<file path="src/rtl/irq_pkg.sv">
// Shared definitions for the interrupt controller: register offsets, default
// geometry and the lowest-index priority encoder used for the VECTOR register.
package irq_pkg;

    localparam int          DEFAULT_NUM_SRC   = 8;
    localparam logic [31:0] DEFAULT_BASE_ADDR = 32'hFFFF_0000;

    localparam logic [7:0] OFS_STATUS  = 8'h00;
    localparam logic [7:0] OFS_ENABLE  = 8'h04;
    localparam logic [7:0] OFS_PENDING = 8'h08;
    localparam logic [7:0] OFS_CLEAR   = 8'h0C;
    localparam logic [7:0] OFS_EDGE    = 8'h10;
    localparam logic [7:0] OFS_VECTOR  = 8'h14;

    // Returns {valid, index}; scanning downward leaves the lowest set index.
    function automatic logic [5:0] prio_enc(input logic [31:0] vec);
        logic [5:0] res;
        res = '0;
        for (int i = 31; i >= 0; i--) begin
            if (vec[i]) begin
                res = {1'b1, 5'(i)};
            end
        end
        return res;
    endfunction

endpackage

</file>
<file path="src/rtl/irq_src_cell.sv">
// One interrupt source: input sampling flop, rising-edge detect and the
// pending flop, which either latches edges (W1C) or follows the line (level).
module irq_src_cell
(
    input  logic clk,
    input  logic reset,
    input  logic src_irq,
    input  logic edge_mode,
    input  logic clr,
    output logic pending
);

    logic src_q_q;
    logic src_q_d;
    logic pending_q;
    logic pending_d;

    always_comb begin
        src_q_d   = src_irq;
        pending_d = pending_q;
        if (edge_mode) begin
            // A new edge on the same cycle as a clear must not be lost.
            if (src_irq && !src_q_q) begin
                pending_d = 1'b1;
            end else if (clr) begin
                pending_d = 1'b0;
            end
        end else begin
            pending_d = src_irq;
        end
    end

    always_ff @(posedge clk) begin
        if (reset) begin
            src_q_q   <= 1'b0;
            pending_q <= 1'b0;
        end else begin
            src_q_q   <= src_q_d;
            pending_q <= pending_d;
        end
    end

    assign pending = pending_q;

endmodule

</file>
<file path="src/rtl/irq_controller.sv">
// Memory-mapped interrupt controller: register file, byte-lane writes,
// registered read data and the registered active-low nIRQ output.
module irq_controller
    import irq_pkg::*;
#(
    parameter int          NUM_SRC   = DEFAULT_NUM_SRC,
    parameter logic [31:0] BASE_ADDR = DEFAULT_BASE_ADDR
)
(
    input  logic               clk,
    input  logic               reset,
    input  logic [NUM_SRC-1:0] src_irq,
    input  logic [31:0]        memaddr,
    input  logic               memread,
    input  logic               memwrite,
    input  logic [3:0]         be,
    input  logic [31:0]        writedata,
    output logic               hit,
    output logic [31:0]        rdata,
    output logic               nIRQ
);

    // Bus: a transfer happens on every clk edge where its strobe and hit are
    // both high; there is no stall, reads return data one cycle later.
    logic [NUM_SRC-1:0] enable_q, enable_d;
    logic [NUM_SRC-1:0] edge_q, edge_d;
    logic [31:0]        rdata_q, rdata_d;
    logic               nirq_q, nirq_d;

    logic [NUM_SRC-1:0] pending;
    logic [7:0]         ofs;
    logic               wr_en;
    logic               rd_en;
    logic [31:0]        lane_mask;
    logic [31:0]        en_ext, edge_ext, pend_ext, status_ext;
    logic [31:0]        en_wr, edge_wr, clr_ext;
    logic [5:0]         prio;
    logic               unused_bits;

    assign hit   = (memaddr[31:8] == BASE_ADDR[31:8]);
    assign ofs   = {memaddr[7:2], 2'b00};
    assign wr_en = memwrite && hit;
    assign rd_en = memread && hit;

    always_comb begin
        en_ext     = '0;
        edge_ext   = '0;
        pend_ext   = '0;
        en_ext[NUM_SRC-1:0]   = enable_q;
        edge_ext[NUM_SRC-1:0] = edge_q;
        pend_ext[NUM_SRC-1:0] = pending;
        status_ext = pend_ext & en_ext;
        for (int n = 0; n < 4; n++) begin
            lane_mask[8*n +: 8] = {8{be[n]}};
        end
        en_wr   = (writedata & lane_mask) | (en_ext & ~lane_mask);
        edge_wr = (writedata & lane_mask) | (edge_ext & ~lane_mask);
        clr_ext = (wr_en && ofs == OFS_CLEAR) ? (writedata & lane_mask) : '0;
        prio    = prio_enc(status_ext);
    end

    always_comb begin
        enable_d = enable_q;
        edge_d   = edge_q;
        if (wr_en && ofs == OFS_ENABLE) begin
            enable_d = en_wr[NUM_SRC-1:0];
        end
        if (wr_en && ofs == OFS_EDGE) begin
            edge_d = edge_wr[NUM_SRC-1:0];
        end
    end

    // Read mux sees pre-edge register state, so a same-edge write is not visible.
    always_comb begin
        rdata_d = rdata_q;
        if (rd_en) begin
            case (ofs)
                OFS_STATUS:  rdata_d = status_ext;
                OFS_ENABLE:  rdata_d = en_ext;
                OFS_PENDING: rdata_d = pend_ext;
                OFS_EDGE:    rdata_d = edge_ext;
                OFS_VECTOR:  rdata_d = {prio[5], 26'b0, prio[4:0]};
                default:     rdata_d = '0;
            endcase
        end
        nirq_d = ~|status_ext;
    end

    genvar gi;
    generate
        for (gi = 0; gi < NUM_SRC; gi++) begin : g_src
            irq_src_cell u_cell (
                .clk       (clk),
                .reset     (reset),
                .src_irq   (src_irq[gi]),
                .edge_mode (edge_q[gi]),
                .clr       (clr_ext[gi]),
                .pending   (pending[gi])
            );
        end
    endgenerate

    always_ff @(posedge clk) begin
        if (reset) begin
            enable_q <= '0;
            edge_q   <= '0;
            rdata_q  <= '0;
            nirq_q   <= 1'b1;
        end else begin
            enable_q <= enable_d;
            edge_q   <= edge_d;
            rdata_q  <= rdata_d;
            nirq_q   <= nirq_d;
        end
    end

    assign rdata = rdata_q;
    assign nIRQ  = nirq_q;

    // Address bits [1:0] and lane bits above NUM_SRC carry no state.
    assign unused_bits = ^{memaddr[1:0], en_wr, edge_wr, clr_ext};

endmodule
</file>
<file path="config.mk">
export PLATFORM = sky130hd
export DESIGN_NAME = irq_controller
export DESIGN_NICKNAME = d
export VERILOG_FILES = /design/src/rtl/irq_pkg.sv /design/src/rtl/irq_src_cell.sv /design/src/rtl/irq_controller.sv
export SDC_FILE = /design/constraint.sdc
export NUM_CORES = 1
export LEC_CHECK = 0
export CAP_MARGIN = 20
export CORE_MARGIN = 1.5
export CORE_UTILIZATION = 29
export CTS_BUF_LIST = sky130_fd_sc_hd__clkbuf_4
export DETAILED_ROUTE_END_ITERATION = 10
export GPL_ROUTABILITY_DRIVEN = 0
export GPL_TIMING_DRIVEN = 0
export SLEW_MARGIN = 15
export SYNTH_ARGS = -nofsm -noshare
export SYNTH_HDL_FRONTEND = slang
export SYNTH_SLANG_ARGS = --single-unit
</file>
<file path="constraint.sdc">
create_clock -name clk -period 1.97 [get_ports clk]
set_input_delay 0.2955 -clock clk [delete_from_list [all_inputs] [get_ports clk]]
set_output_delay 0.2955 -clock clk [all_outputs]
set_load 0.005 [all_outputs]
</file>
==> summary.md <==
| Metric | Value |
|---|---|
| Final setup vio count | 0 |
| Max_cap viols | 0 |
| Simple-gate share of the synthesized area | 0.262 |
| Layout cells sized above 1 | 0.153 |
| Routed wl met2 | about 2400 um |
| Synth unique cells | 36 |
| Final wirelength | 5560 um |
| Post-synth EDFFs | 0 |
| Fin. max-slew vios | 0 |
| Pre-Repair DR Iteration Count | 4 |
| Reg clk slew, reported paths | between 100 and 150 ps |
| Vias in the first global route | approximately 1,700 |
| Hold_buf cts | 0 |
| Global route overflow | 0 |
| Final nets | 431 |
| Fmax | 526 MHz |
| CP max FO | 3 |
| Gate count of the mapped netlist | 257 |
| Kind of critical path | in -> out |
| Number of antenna diodes | 0 |
| Remaining DRCs | 0 |
| Effective utilization at floorplan | 0.297 |
| IO buf count | 60 |
| Hold EP | g_src[3].u_cell.src_q_q$_SDFF_PP0_ |
| Yosys reg bits | 42 |
| Clock Sinks | 42 |
| Largest family of logic cells by synthesized area | simple AND/OR/NAND/NOR gates |
| DR WL/cell | approximately 12 um |
| R2R cell count | 4 |
| HP Class | in -> reg |
| Power Dens Cells | roughly 540 nW/um^2 |
| # IOs | 114 |
| CTS max path bufs | 2 |
| CP Launch Type | input pin |
| Layout Cells excl Fill | 451 |
| Mux cell area share after synthesis | 0.0752 |
| H-tree depth | 2 |
| Row cnt | 31 |
| Wl on met1 | approximately 2500 um |
| Synth Cell Area | approximately 2100 um^2 |
| CTS Buf Count | 5 |
| Avg Cell Area, Syn | 8.29 um^2 |
| FF-to-FF setup slack | 500 ps |
| R2R Path End | rdata[1]$_SDFFE_PP0P_ |
| Sequential-to-total area share from yosys stat | 0.395 |
| Worst skew pair latency | around 360 ps |
| Met3 routed WL | 511 um |
| RSZ-0062 raised after global routing | false |
| Async SR Flop Fraction | 0 |
| DR top layer | met4 |
| Core Footprint | 7180 um^2 |
| Minimum clock period | 1900 ps |
| DIE AREA | 7870 um^2 |
| CP Capture Type | output pin |
| Yosys warns | 0 |
| Post-route ant nets | 0 |
| Post-DP HPWL | about 4200 um |
| First-pass GRT wire length | 8110 um |
| Setup crit start | memaddr[9] |
| Synth Area in Compound Gates | 0.151 |
| Die Y | 88.7 um |
| CTS tree | yes |
| Setup TNS | 0 ps |
| Util after Layout | 0.431 |
| Horiz. Die Dim | 88.7 um |
| Peak supply drop | 0.000236 V |
| Status | complete, no violations |
| 1st-iter DRT viols | 80 |
| Synth Area in Adders | 0 |
| Hold Startpoint | reset |
| Clock skew | 19.5 ps |
| Via count | 2,058 |
| P_leak | 0.00140 uW |
| Final Hold Vio Count | 0 |
| Worst Hold Depth | 2 |
| Crit path DAT | approximately 1600 ps |
| Worst slew margin | 0.612 |
| Root buf cell | clkbuf_4 |
| Crit Reg-Reg Startpoint | g_src[3].u_cell.pending$_SDFFE_PP0P_ |
| Area growth syn-to-layout | 45.2% |
| Vias/cell | 4.56 |
| Fin area | 3090 um^2 |
| Antenna violations before repair | 0 |
| Overall Global Routing Usage | 0.137 |
| Main flop type after synthesis | dfxtp_1 |
| Post-placement cell count | 438 |
| Largest net degree at the start of global routing | 14 |
| Final Power | 1670 uW |
| Required @ worst endpoint | 1670 ps |
| Worst slew pin tran | 582 ps |
| Post-Place Cell Area | 2940 um^2 |
| Final worst-path cycle share | 0.965 |
| Xor-xnor portion of the synthesized cell area | 0 |
| Fill count | between 700 and 800 |
timing repair:
| action | in CTS | in global routing |
|---|---|---|
| resized for setup | 19 | 6 |
| gates cloned | 0 | 0 |
| setup endpoints to repair | 33 | 14 |
| setup buffers | 4 | 3 |
| pin swaps | 5 | 2 |
per-stage QoR:
step / setup slack, ps / hold slack, ps
2_1_floorplan: 112 / 430
3_5_place_dp: -750 / 467
4_1_cts: 4.32 / 403
6_report: 68.1 / 390
5_1_grt: 7.42 / 402
3_3_place_gp: -748 / 461
cell usage after synthesis, types with 2 or more instances:
cell      number  area [um^2]
buf_4         25          188
dfxtp_1       42          841
nand4b_1       2         17.5
a22oi_1        4         30.0
a221o_1        2         20.0
a22o_1         8         70.1
a32oi_1        2         17.5
a31o_2         2         17.5
nand4_1        4         25.0
nand2_1       42          158
mux2i_1       16          160
and3_1         3         18.8
a21oi_1        3         15.0
clkbuf_1       3         11.3
inv_1          8         30.0
nor3_1         9         45.0
nor2_1        24         90.1
nor2b_1       14         87.6
nand2b_1       3         18.8
o21ai_0       14         70.1
nand4_2        2         25.0
buf_1          4         15.0
o22ai_1        8         50.1
worst max-delay path by stage:
stage                             to  cells past startpoint
4_1_cts                          hit                      6
3_5_place_dp                     hit                      6
3_3_place_gp                     hit                      6
6_report                         hit                      5
5_1_grt                          hit                      5
2_1_floorplan  rdata[1]$_SDFFE_PP0P_                      7
layer usage:
metal	vias to the layer above	track usage
met5	-	0
met4	0	0.0639
met3	13	0.0308
met2	84	0.222
met1	922	0.171
li1	1039	-
cells in the final DEF, fill, tap and decap left out, drive strengths merged:
master and instances:
buf 35, nor2b 14, bufinv 1, o22ai 8, clkdlybuf4s50 52, nand2 42, o21ai 14, clkdlybuf4s15 1
nand2b 3, mux2i 16, and3 3, nand3b 1, a221o 2, dlygate4sd2 4, nor2 24, dfxtp 42
nor3 9, and2 2, a22oi 4, o32ai 1, a22o 8, nor4 2, a31o 2, or4 2
clkinvlp 1, a21oi 4, nor3b 1, clkbuf 11, nand4 6, a32oi 2, inv 8, a21o 1
o211ai 1, nand4b 2, conb 23
kinds of logic (layout without fill, tap and decap cells):
group	Yosys count	count (layout)
AND/OR/NAND/NOR	111	111
AO/OA/AOI/OAI	47	47
flip-flops	42	42
buffers and inverters	40	113
multiplexers	16	16
other	1	23
report_power, final:
group | total (uW) | internal [uW] | switching (uW)
combinational | 225 | 136 | 88.9
sequential | 881 | 867 | 14.1
clock | 567 | 282 | 286
total | 1670 | 1280 | 388
worst max-delay path: stages:
cell and delay [ps]:
dlygate4sd2_1 240, or4_4 430, nor4_4 330, and2_4 220, buf_6 90
cell type report:
class	instances	area [um^2]	share of cell area
timing repair buffer	67	652	0.211
buffer	30	204	0.0659
multi-input combinational	197	1160	0.375
clock buffer	6	45.0	0.0146
clock inverter	2	37.5	0.0121
sequential	42	841	0.272
inverter	8	30.0	0.00970
tap	99	124	0.0400
No activity file was read; power rests on OpenSTA's default activity.
